### config.mk
export PLATFORM = sky130hd
export DESIGN_NAME = axi_adc_jesd204_pnstat
export DESIGN_NICKNAME = d
export VERILOG_FILES = /design/src/rtl/axi_adc_jesd204_pnstat.sv
export SDC_FILE = /design/constraint.sdc
export NUM_CORES = 1
export LEC_CHECK = 0
export ABC_AREA = 1
export CORE_UTILIZATION = 38
export CTS_CLUSTER_SIZE = 12
export DETAILED_ROUTE_END_ITERATION = 10
export HOLD_SLACK_MARGIN = 0.1
export REMOVE_ABC_BUFFERS = 1
export SKIP_CTS_REPAIR_TIMING = 1
export SLEW_MARGIN = 20
export SYNTH_ARGS = -nofsm -noshare
export SYNTH_HDL_FRONTEND = slang
export SYNTH_SLANG_ARGS = --single-unit
### constraint.sdc
create_clock -name adc_clk -period 3.2 [get_ports adc_clk]
set_input_delay 0.64 -clock adc_clk [delete_from_list [all_inputs] [get_ports adc_clk]]
set_output_delay 0.64 -clock adc_clk [all_outputs]
set_load 0.01 [all_outputs]
### src/rtl/axi_adc_jesd204_pnstat.sv
// PN test result tracker for one JESD204 ADC channel.
// Consumes the PN monitor's out-of-sync / error flags, tracks lock with an
// acquisition timeout, and keeps clearable saturating error and lock-loss
// counters, sticky flags and the time taken to reach first lock.
module axi_adc_jesd204_pnstat #(
    parameter int COUNT_WIDTH     = 32,
    parameter int OOS_COUNT_WIDTH = 16,
    parameter int LOCK_TIMEOUT    = 4096
) (
    input  logic                       adc_clk,
    input  logic                       adc_rstn,
    input  logic                       adc_pn_oos,
    input  logic                       adc_pn_err,
    input  logic                       adc_pn_enable,
    input  logic                       adc_pn_clear,
    output logic [1:0]                 adc_pn_state,
    output logic [COUNT_WIDTH-1:0]     adc_pn_err_count,
    output logic [OOS_COUNT_WIDTH-1:0] adc_pn_oos_count,
    output logic [COUNT_WIDTH-1:0]     adc_pn_lock_time,
    output logic                       adc_pn_lock_valid,
    output logic                       adc_pn_err_sticky,
    output logic                       adc_pn_oos_sticky,
    output logic                       adc_pn_timeout
);

    typedef enum logic [1:0] {
        ST_IDLE    = 2'd0,
        ST_ACQUIRE = 2'd1,
        ST_LOCKED  = 2'd2,
        ST_FAIL    = 2'd3
    } pn_state_t;

    localparam logic [COUNT_WIDTH-1:0]     CNT_ZERO   = {COUNT_WIDTH{1'b0}};
    localparam logic [COUNT_WIDTH-1:0]     CNT_ONE    = COUNT_WIDTH'(1);
    localparam logic [COUNT_WIDTH-1:0]     CNT_MAX    = {COUNT_WIDTH{1'b1}};
    localparam logic [COUNT_WIDTH-1:0]     TIMER_LAST = COUNT_WIDTH'(LOCK_TIMEOUT - 1);
    localparam logic [OOS_COUNT_WIDTH-1:0] OOS_ZERO   = {OOS_COUNT_WIDTH{1'b0}};
    localparam logic [OOS_COUNT_WIDTH-1:0] OOS_ONE    = OOS_COUNT_WIDTH'(1);
    localparam logic [OOS_COUNT_WIDTH-1:0] OOS_MAX    = {OOS_COUNT_WIDTH{1'b1}};

    pn_state_t                  state_r,      state_s;
    logic [COUNT_WIDTH-1:0]     timer_r,      timer_s;
    logic [COUNT_WIDTH-1:0]     err_count_r,  err_count_s;
    logic [OOS_COUNT_WIDTH-1:0] oos_count_r,  oos_count_s;
    logic [COUNT_WIDTH-1:0]     lock_time_r,  lock_time_s;
    logic                       lock_valid_r, lock_valid_s;
    logic                       err_sticky_r, err_sticky_s;
    logic                       oos_sticky_r, oos_sticky_s;
    logic                       timeout_r;

    // Next-state and result update; clear outranks disable, which outranks per-state activity.
    always_comb begin
        state_s      = state_r;
        timer_s      = timer_r;
        err_count_s  = err_count_r;
        oos_count_s  = oos_count_r;
        lock_time_s  = lock_time_r;
        lock_valid_s = lock_valid_r;
        err_sticky_s = err_sticky_r;
        oos_sticky_s = oos_sticky_r;

        if (adc_pn_clear) begin
            err_count_s  = CNT_ZERO;
            oos_count_s  = OOS_ZERO;
            lock_time_s  = CNT_ZERO;
            lock_valid_s = 1'b0;
            err_sticky_s = 1'b0;
            oos_sticky_s = 1'b0;
            timer_s      = CNT_ZERO;
            if (adc_pn_enable) begin
                state_s = ST_ACQUIRE;
            end else begin
                state_s = ST_IDLE;
            end
        end else if (!adc_pn_enable) begin
            // Disabling only stops the test; results stay readable.
            state_s = ST_IDLE;
        end else begin
            case (state_r)
                ST_IDLE: begin
                    state_s      = ST_ACQUIRE;
                    timer_s      = CNT_ZERO;
                    lock_time_s  = CNT_ZERO;
                    lock_valid_s = 1'b0;
                end
                ST_ACQUIRE: begin
                    if (!adc_pn_oos) begin
                        state_s = ST_LOCKED;
                        if (!lock_valid_r) begin
                            lock_time_s  = timer_r;
                            lock_valid_s = 1'b1;
                        end else begin
                            lock_time_s  = lock_time_r;
                        end
                    end else if (timer_r == TIMER_LAST) begin
                        state_s = ST_FAIL;
                    end else begin
                        timer_s = timer_r + CNT_ONE;
                    end
                end
                ST_LOCKED: begin
                    if (adc_pn_oos) begin
                        state_s      = ST_ACQUIRE;
                        timer_s      = CNT_ZERO;
                        oos_sticky_s = 1'b1;
                        if (oos_count_r != OOS_MAX) begin
                            oos_count_s = oos_count_r + OOS_ONE;
                        end else begin
                            oos_count_s = oos_count_r;
                        end
                    end else if (adc_pn_err) begin
                        err_sticky_s = 1'b1;
                        if (err_count_r != CNT_MAX) begin
                            err_count_s = err_count_r + CNT_ONE;
                        end else begin
                            err_count_s = err_count_r;
                        end
                    end else begin
                        state_s = ST_LOCKED;
                    end
                end
                ST_FAIL: begin
                    // Terminal until disabled or cleared.
                    state_s = ST_FAIL;
                end
                default: begin
                    state_s = ST_IDLE;
                end
            endcase
        end
    end

    // State and result registers.
    always_ff @(posedge adc_clk or negedge adc_rstn) begin
        if (!adc_rstn) begin
            state_r      <= ST_IDLE;
            timer_r      <= CNT_ZERO;
            err_count_r  <= CNT_ZERO;
            oos_count_r  <= OOS_ZERO;
            lock_time_r  <= CNT_ZERO;
            lock_valid_r <= 1'b0;
            err_sticky_r <= 1'b0;
            oos_sticky_r <= 1'b0;
            timeout_r    <= 1'b0;
        end else begin
            state_r      <= state_s;
            timer_r      <= timer_s;
            err_count_r  <= err_count_s;
            oos_count_r  <= oos_count_s;
            lock_time_r  <= lock_time_s;
            lock_valid_r <= lock_valid_s;
            err_sticky_r <= err_sticky_s;
            oos_sticky_r <= oos_sticky_s;
            timeout_r    <= (state_s == ST_FAIL);
        end
    end

    assign adc_pn_state      = state_r;
    assign adc_pn_err_count  = err_count_r;
    assign adc_pn_oos_count  = oos_count_r;
    assign adc_pn_lock_time  = lock_time_r;
    assign adc_pn_lock_valid = lock_valid_r;
    assign adc_pn_err_sticky = err_sticky_r;
    assign adc_pn_oos_sticky = oos_sticky_r;
    assign adc_pn_timeout    = timeout_r;

endmodule

==> results of run 1 <==
==> critical path: cells and delay by family (launching register included) <==
kind	cells	cell delay, ns
fa+ha+maj	1	0.40
simple gates	10	1.46
flops	1	0.50
buf+inv	1	0.12
==> metrics by stage <==
step                setup WS, ns  hold slack (ns)  setup TNS [ns]  util [%]
CTS                        0.624            0.350               0      47.8
finish                     0.611            0.286               0      47.8
global placement           0.465            0.510               0      44.7
global route               0.409            0.357               0      47.8
floorplan                -0.0320            0.344           -1.03         -
detailed placement         0.442            0.517               0      44.7
==> state kept, by name, summed over array words and instances, names as in the netlist <==
signal,flops
adc_pn_err_count,32
adc_pn_err_sticky,1
adc_pn_lock_time,32
adc_pn_lock_valid,1
adc_pn_oos_count,16
adc_pn_oos_sticky,1
adc_pn_state,2
adc_pn_timeout,1
timer_r,32
==> logic make-up (layout without fill, tap and decap cells) <==
| kind of cell | after synthesis | count (layout) |
|---|---|---|
| AOI/OAI and AO/OA | 84 | 84 |
| xor gates and xnor gates | 21 | 21 |
| adders and majority gates | 3 | 3 |
| buffers and inverters | 164 | 263 |
| DFF | 118 | 118 |
| and+or+nand+nor | 665 | 665 |
==> how the worst min path moves through the flow <==
stage | startpoint | to | slack, ns | depth (start not counted)
after floorplan | adc_rstn | adc_pn_err_count[0]$_DFFE_PN0P_ | 0.34 | 0
after global placement | adc_pn_oos_sticky$_DFFE_PN0P_ | adc_pn_oos_sticky$_DFFE_PN0P_ | 0.51 | 1
after detailed placement | adc_pn_oos_sticky$_DFFE_PN0P_ | adc_pn_oos_sticky$_DFFE_PN0P_ | 0.52 | 1
after CTS | adc_rstn | adc_pn_oos_count[8]$_DFFE_PN0P_ | 0.35 | 2
after global routing | adc_rstn | adc_pn_oos_count[8]$_DFFE_PN0P_ | 0.36 | 2
final | adc_rstn | adc_pn_oos_count[7]$_DFFE_PN0P_ | 0.29 | 2
==> metal layers <==
| layer | vias to the layer above | track usage [%] |
|---|---|---|
| met4 | 0 | 5.73 |
| met5 | - | 0 |
| li1 | 3551 | - |
| met1 | 3281 | 31.5 |
| met3 | 15 | 4.09 |
| met2 | 179 | 33.1 |
==> area by class of cell <==
| class | count | share of cell area (%) |
|---|---|---|
| Tap cell | 234 | 3.29 |
| Clock buffer | 22 | 5.32 |
| Inverter | 130 | 5.48 |
| Multi-Input combinational cell | 773 | 40.3 |
| Timing Repair Buffer | 101 | 11.3 |
| Clock inverter | 10 | 1.15 |
| Sequential cell | 118 | 33.1 |
==> report_power, final <==
part | switching, W | internal, W
clock | 0.000697 | 0.00120
combinational | 0.000154 | 0.0000521
sequential | 0.0000154 | 0.00150
total | 0.000867 | 0.00275
==> cell usage after synthesis, types with 3 or more instances <==
cell type and number:
buf_1 5, buf_2 13, buf_4 7, clkbuf_1 7
dfrtp_1 118, ha_1 3, inv_1 118, inv_2 12
nand2_1 333, nand2_2 3, nand2_4 4, nand3_1 110
nand4_1 31, nor2_1 142, nor2_2 4, nor3_1 25
nor3_2 3, o21ai_0 9, o21ai_1 33, o22ai_1 32
xnor2_1 4, xor2_1 17
==> results by group, run 1 <==
Placed design
  – Port bufs: 91
  – Final HPWL DP: approximately 14000 µm
  – Placer Congestion: between 0.9 and 1
  – DP Cell Count: 1356
  – Post-DP Area: around 8300 µm²

Pwr
  – Maximum vdd drop: 0.352 mV
  – PwrDens: 406 nW/µm²
  – Leakage: between 3 and 4 nW
  – Final Total Pwr: 0.00362 W

Layout
  – Most common cell after layout, fill and taps aside: nand2_1
  – Post-route insts no fill: between 1k and 1.5k
  – Area Growth Syn to Fin: 23.5%
  – Layout net count: 1150
  – Fin area: approximately 8900 µm²
  – Sequential cell area: between 2000 and 3000 µm²
  – Most frequent cells in the layout: 333 x nand2_1, 142 x nor2_1, 118 x dfrtp_1
  – Antenna cells: 0
  – Multi-input gate area: between 3000 and 4000 µm²
  – Fill cell count: approximately 1.9k
  – Fraction of layout cells with a size suffix above 1: 6.67%

Timing
  – Fin. Hold Viols: 0
  – Crit path time final: 2.59 ns
  – Worst Skew: 0.0113 ns
  – Max Fclk: between 0.3 and 0.4 GHz
  – Final worst-path cycle share: around four fifths
  – Setup violations, final: 0
  – Max-slew violations: 0
  – Slew @ Worst Pin: between 0.6 and 0.7 ns
  – Relative slew slack: approximately 54%
  – RSZ-0062 raised after global routing: false

Floorplan
  – DIE AREA: 19500 µm²
  – Die width: roughly 140 µm
  – Core area: 18600 µm²
  – Initial Util: 38.7%
  – Ports: 92
  – FP Rows: 50
  – Die Span Y: about 140 µm

CTS
  – CTS buffer count: 17
  – Skew-Pair Late Insertion Delay: 0.43 ns
  – Clock Sinks: between 100 and 150
  – Root Buffer Master: clkbuf_16
  – H-Tree Depth: 4
  – CTS tree: yes
  – Max clock buf depth: 2
  – CTS clk-pin slew, worst paths: 0.06 ns

Worst setup path
  – RR Startpoint: timer_r[0]$_DFFE_PN0P_
  – Critical-path top delay cell: dfrtp_1
  – Startpoint Class: register
  – CP peak stage delay: 0.50 ns
  – Worst setup path class: register to register
  – Worst R2R End: timer_r[25]$_DFFE_PN0P_
  – Crit-path max FO: 33
  – Worst endpoint required time: 3.51 ns
  – Worst Reg-to-Reg Cells: 12
  – Crit path capture: timer_r[25]$_DFFE_PN0P_
  – Crit. End Element: register
  – FF-to-FF setup slack: 0.61 ns
  – CP arrival: around 2.9 ns
  – CP Cell Sequence: ha_1 > nand3_4 > inv_2 > nand2_2 > nor2_1 > nand2_1 > nand2_2 > nand2_4 > nand2_4 > nand2_4 > nand2_1 > nand2_1
  – Start point of the critical path: timer_r[0]$_DFFE_PN0P_

Route
  – Drt via density: a little over 5
  – M1 WL: about 10000 µm
  – Top Metal Used: met4
  – Final wirelength: roughly 20000 µm
  – DRC Markers: 0
  – Antenna Nets Post-Route: 0
  – Drt pass-1 iters: 5
  – Met2 wire len: roughly 9000 µm
  – Drt wl/cell: between 10 and 15 µm
  – Via count: ~7.0k
  – 1st-iter DRT viols: approximately 540
  – Met3 routed WL: between 900 and 1000 µm

Yosys
  – Yosys warns: 0
  – Top cells by area, synth: dfrtp_1 41%, nand2_1 17%, nand3_1 7.6%
  – Synth Area per Inst: around 6.8 µm²
  – Post-synthesis sequential area ratio: between 40% and 50%
  – #FFs+latches synth: ~120
  – Most used DFF post-synth: dfrtp_1
  – Synth Area in XOR/XNOR: around 2.6%
  – Post-Synth Simple-Gate Area: between 30 and 40%
  – Post-synth ARST share: 100%
  – Syn Std Cell Area: ~7200 µm²
  – Fraction of synthesized area in multiplexers: 0%
  – Synth Area in Adders: less than 1%
  – Compound-Gate Fraction of Synth Area: 6.85%
  – Synth area leader: dfrtp_1
  – Top cell type's share of synthesized area: 40.9%
  – Post-Syn Instances: around 1.1k
  – Count of flip-flops with a built-in enable after synthesis: 0
  – Main combinational cell family by area after synthesis: simple AND/OR/NAND/NOR gates
  – Synth cell types: 40

Global routing
  – Largest net degree at the start of global routing: 119
  – Vias in the first global route: 6439
  – First-pass GRT wire length: ~34000 µm
  – All-layer global routing usage: 21.8%
  – Gr ovfl total: 0
  – Initial antenna violation count: 0

Job
  – Max-cap violations: 0

Worst hold path
  – Worst Hold Class: input port to async pin

Run status
  – Outcome: completed
(Power assumes the default switching activity.)
==> inputs of run 2 (changes only) <==
Clock period 3.2 ns to 2.2 ns, I/O delays scaled along.
==> results by group, run 2 (synthesized netlist as in run 1, its figures left out) <==
CTS
  – H-Tree Depth: 4
  – Clock Sinks: 118
  – Max clock buf depth: 2
  – Root Buffer Master: clkbuf_16
  – CTS clk-pin slew, worst paths: 0.05 ns
  – CTS buffer count: 17
  – Skew-Pair Late Insertion Delay: about 0.42 ns
  – CTS tree: yes

Timing
  – Max-slew violations: 0
  – Fin. Hold Viols: 0
  – RSZ-0062 raised after global routing: false
  – Worst Skew: ~0.0081 ns
  – Min setup slack post-route: 0.237 ns
  – Max Fclk: 0.509 GHz
  – Final worst-path cycle share: a little under 90%
  – Slew @ Worst Pin: between 0.4 and 0.5 ns
  – Crit path time final: 1.96 ns
  – Relative slew slack: roughly two thirds
  – Setup violations, final: 0

Worst setup path
  – Bufs and invs on worst path: 2
  – FF-to-FF setup slack: roughly 0.24 ns
  – CP Cell Sequence: ha_1 > nand3_4 > inv_2 > nand2_2 > nor2_1 > nand2_1 > nand2_2 > nand2_4 > nand2_4 > buf_12 > nand3_1 > nand2_1
  – CP delay by family, top: simple AND/OR/NAND/NOR gates
  – RR Startpoint: timer_r[0]$_DFFE_PN0P_
  – CP arrival: 2.32 ns
  – Worst setup path class: register to register
  – Worst endpoint required time: between 2 and 3 ns
  – CP peak stage delay: 0.50 ns
  – Crit. End Element: register
  – Worst Reg-to-Reg Cells: 12
  – Startpoint Class: register
  – Crit-path max FO: 32
  – Worst R2R End: timer_r[31]$_DFFE_PN0P_
  – Critical-path top delay cell: dfrtp_1

Route
  – Via count: around 7k
  – DRC Markers: 0
  – Drt pass-1 iters: 5
  – Drt wl/cell: 14.7 µm
  – Antenna Nets Post-Route: 0
  – Drt via density: just over 5
  – 1st-iter DRT viols: roughly 570
  – Final wirelength: about 21000 µm

Floorplan
  – Die width: ~140 µm
  – Ports: 92
  – Initial Util: 38.7%
  – Die Span Y: 140 µm
  – DIE AREA: 19500 µm²
  – FP Rows: 50
  – Core area: roughly 19000 µm²

Global routing
  – Largest net degree at the start of global routing: 50
  – Vias in the first global route: between 6k and 7k
  – Gr ovfl total: 0
  – All-layer global routing usage: roughly 22%
  – Initial antenna violation count: 0
  – First-pass GRT wire length: 34200 µm

Layout
  – Antenna cells: 0
  – Most common cell after layout, fill and taps aside: nand2_1
  – Most frequent cells in the layout: 333 x nand2_1, 142 x nor2_1, 118 x dfrtp_1
  – Fill cell count: roughly 1.9k
  – Area Growth Syn to Fin: 26.3%
  – Sequential cell area: just under 3000 µm²
  – Layout net count: approximately 1.2k
  – Fraction of layout cells with a size suffix above 1: under 10%
  – Multi-input gate area: roughly 3600 µm²

Worst hold path
  – Hold Path End: adc_pn_oos_sticky$_DFFE_PN0P_
  – Worst Hold Depth: 1
  – Worst Hold Class: register to register
  – Hold Crit Start: adc_pn_oos_sticky$_DFFE_PN0P_

Job
  – Max-cap violations: 0

Pwr
  – PwrDens: 555 nW/µm²
  – Final Total Pwr: 0.00506 W
  – Maximum vdd drop: 0.543 mV
  – Leakage: 3.90 nW

Placed design
  – Placer Congestion: 0.897
  – Final HPWL DP: 14800 µm
  – Pre-CTS setup slack: -0.0482 ns
  – Port bufs: 91

Run status
  – Outcome: completed
-- run 2: cell type report --
class / count / area share [%]
multi-input combinational: 773 / 39.4
inverter: 130 / 5.36
tap: 234 / 3.21
timing repair buffer: 122 / 13.9
sequential: 118 / 32.4
clock buffer: 24 / 5.40
clock inverter: 5 / 0.275
-- run 2: how the worst max path moves through the flow --
stage | start | end | depth (start not counted)
after floorplan | adc_pn_clear | adc_pn_lock_time[0]$_DFFE_PN0P_ | 3
after global placement | adc_pn_clear | adc_pn_err_count[14]$_DFFE_PN0P_ | 8
after detailed placement | adc_pn_clear | adc_pn_lock_time[8]$_DFFE_PN0P_ | 6
after CTS | timer_r[0]$_DFFE_PN0P_ | timer_r[23]$_DFFE_PN0P_ | 12
after global routing | timer_r[0]$_DFFE_PN0P_ | timer_r[27]$_DFFE_PN0P_ | 12
final | timer_r[0]$_DFFE_PN0P_ | timer_r[31]$_DFFE_PN0P_ | 12
-- run 2: power breakdown --
part | switching [W] | internal, W | leakage, nW
combinational | 0.000237 | 0.000119 | 1.99
clock | 0.000970 | 0.00153 | 0.261
sequential | 0.0000196 | 0.00219 | 1.64
-- run 2: metrics by stage --
step | area [µm²] | instances | util (%) | hold slack [ns] | TNS [ns]
2_1_floorplan | 7030 | 1021 | - | 0.144 | -68.57
3_3_place_gp | 8580 | 1376 | 46.0 | 0.436 | -0.884
3_5_place_dp | 8580 | 1376 | 46.0 | 0.440 | -1.05
4_1_cts | 9100 | 1405 | 48.8 | -0.0178 | 0
5_1_grt | 9110 | 1406 | 48.9 | 0.536 | 0
6_report | 9110 | 1406 | 48.9 | 0.490 | 0
-- run 2: worst register-to-register path, delay by kind of cell (launching register included) --
family	cells	cell delay [ns]
and+or+nand+nor	9	0.81
DFF	1	0.50
buffers and inverters	2	0.30
adders and majority gates	1	0.29
-- run 2: routing by layer --
metal	track usage (%)	vias up	share of wire, %
met5	0	-	0
met4	8.21	0	1.2
met3	3.75	21	5.9
met2	33.7	212	45
met1	31.9	3362	48
li1	-	3597	-
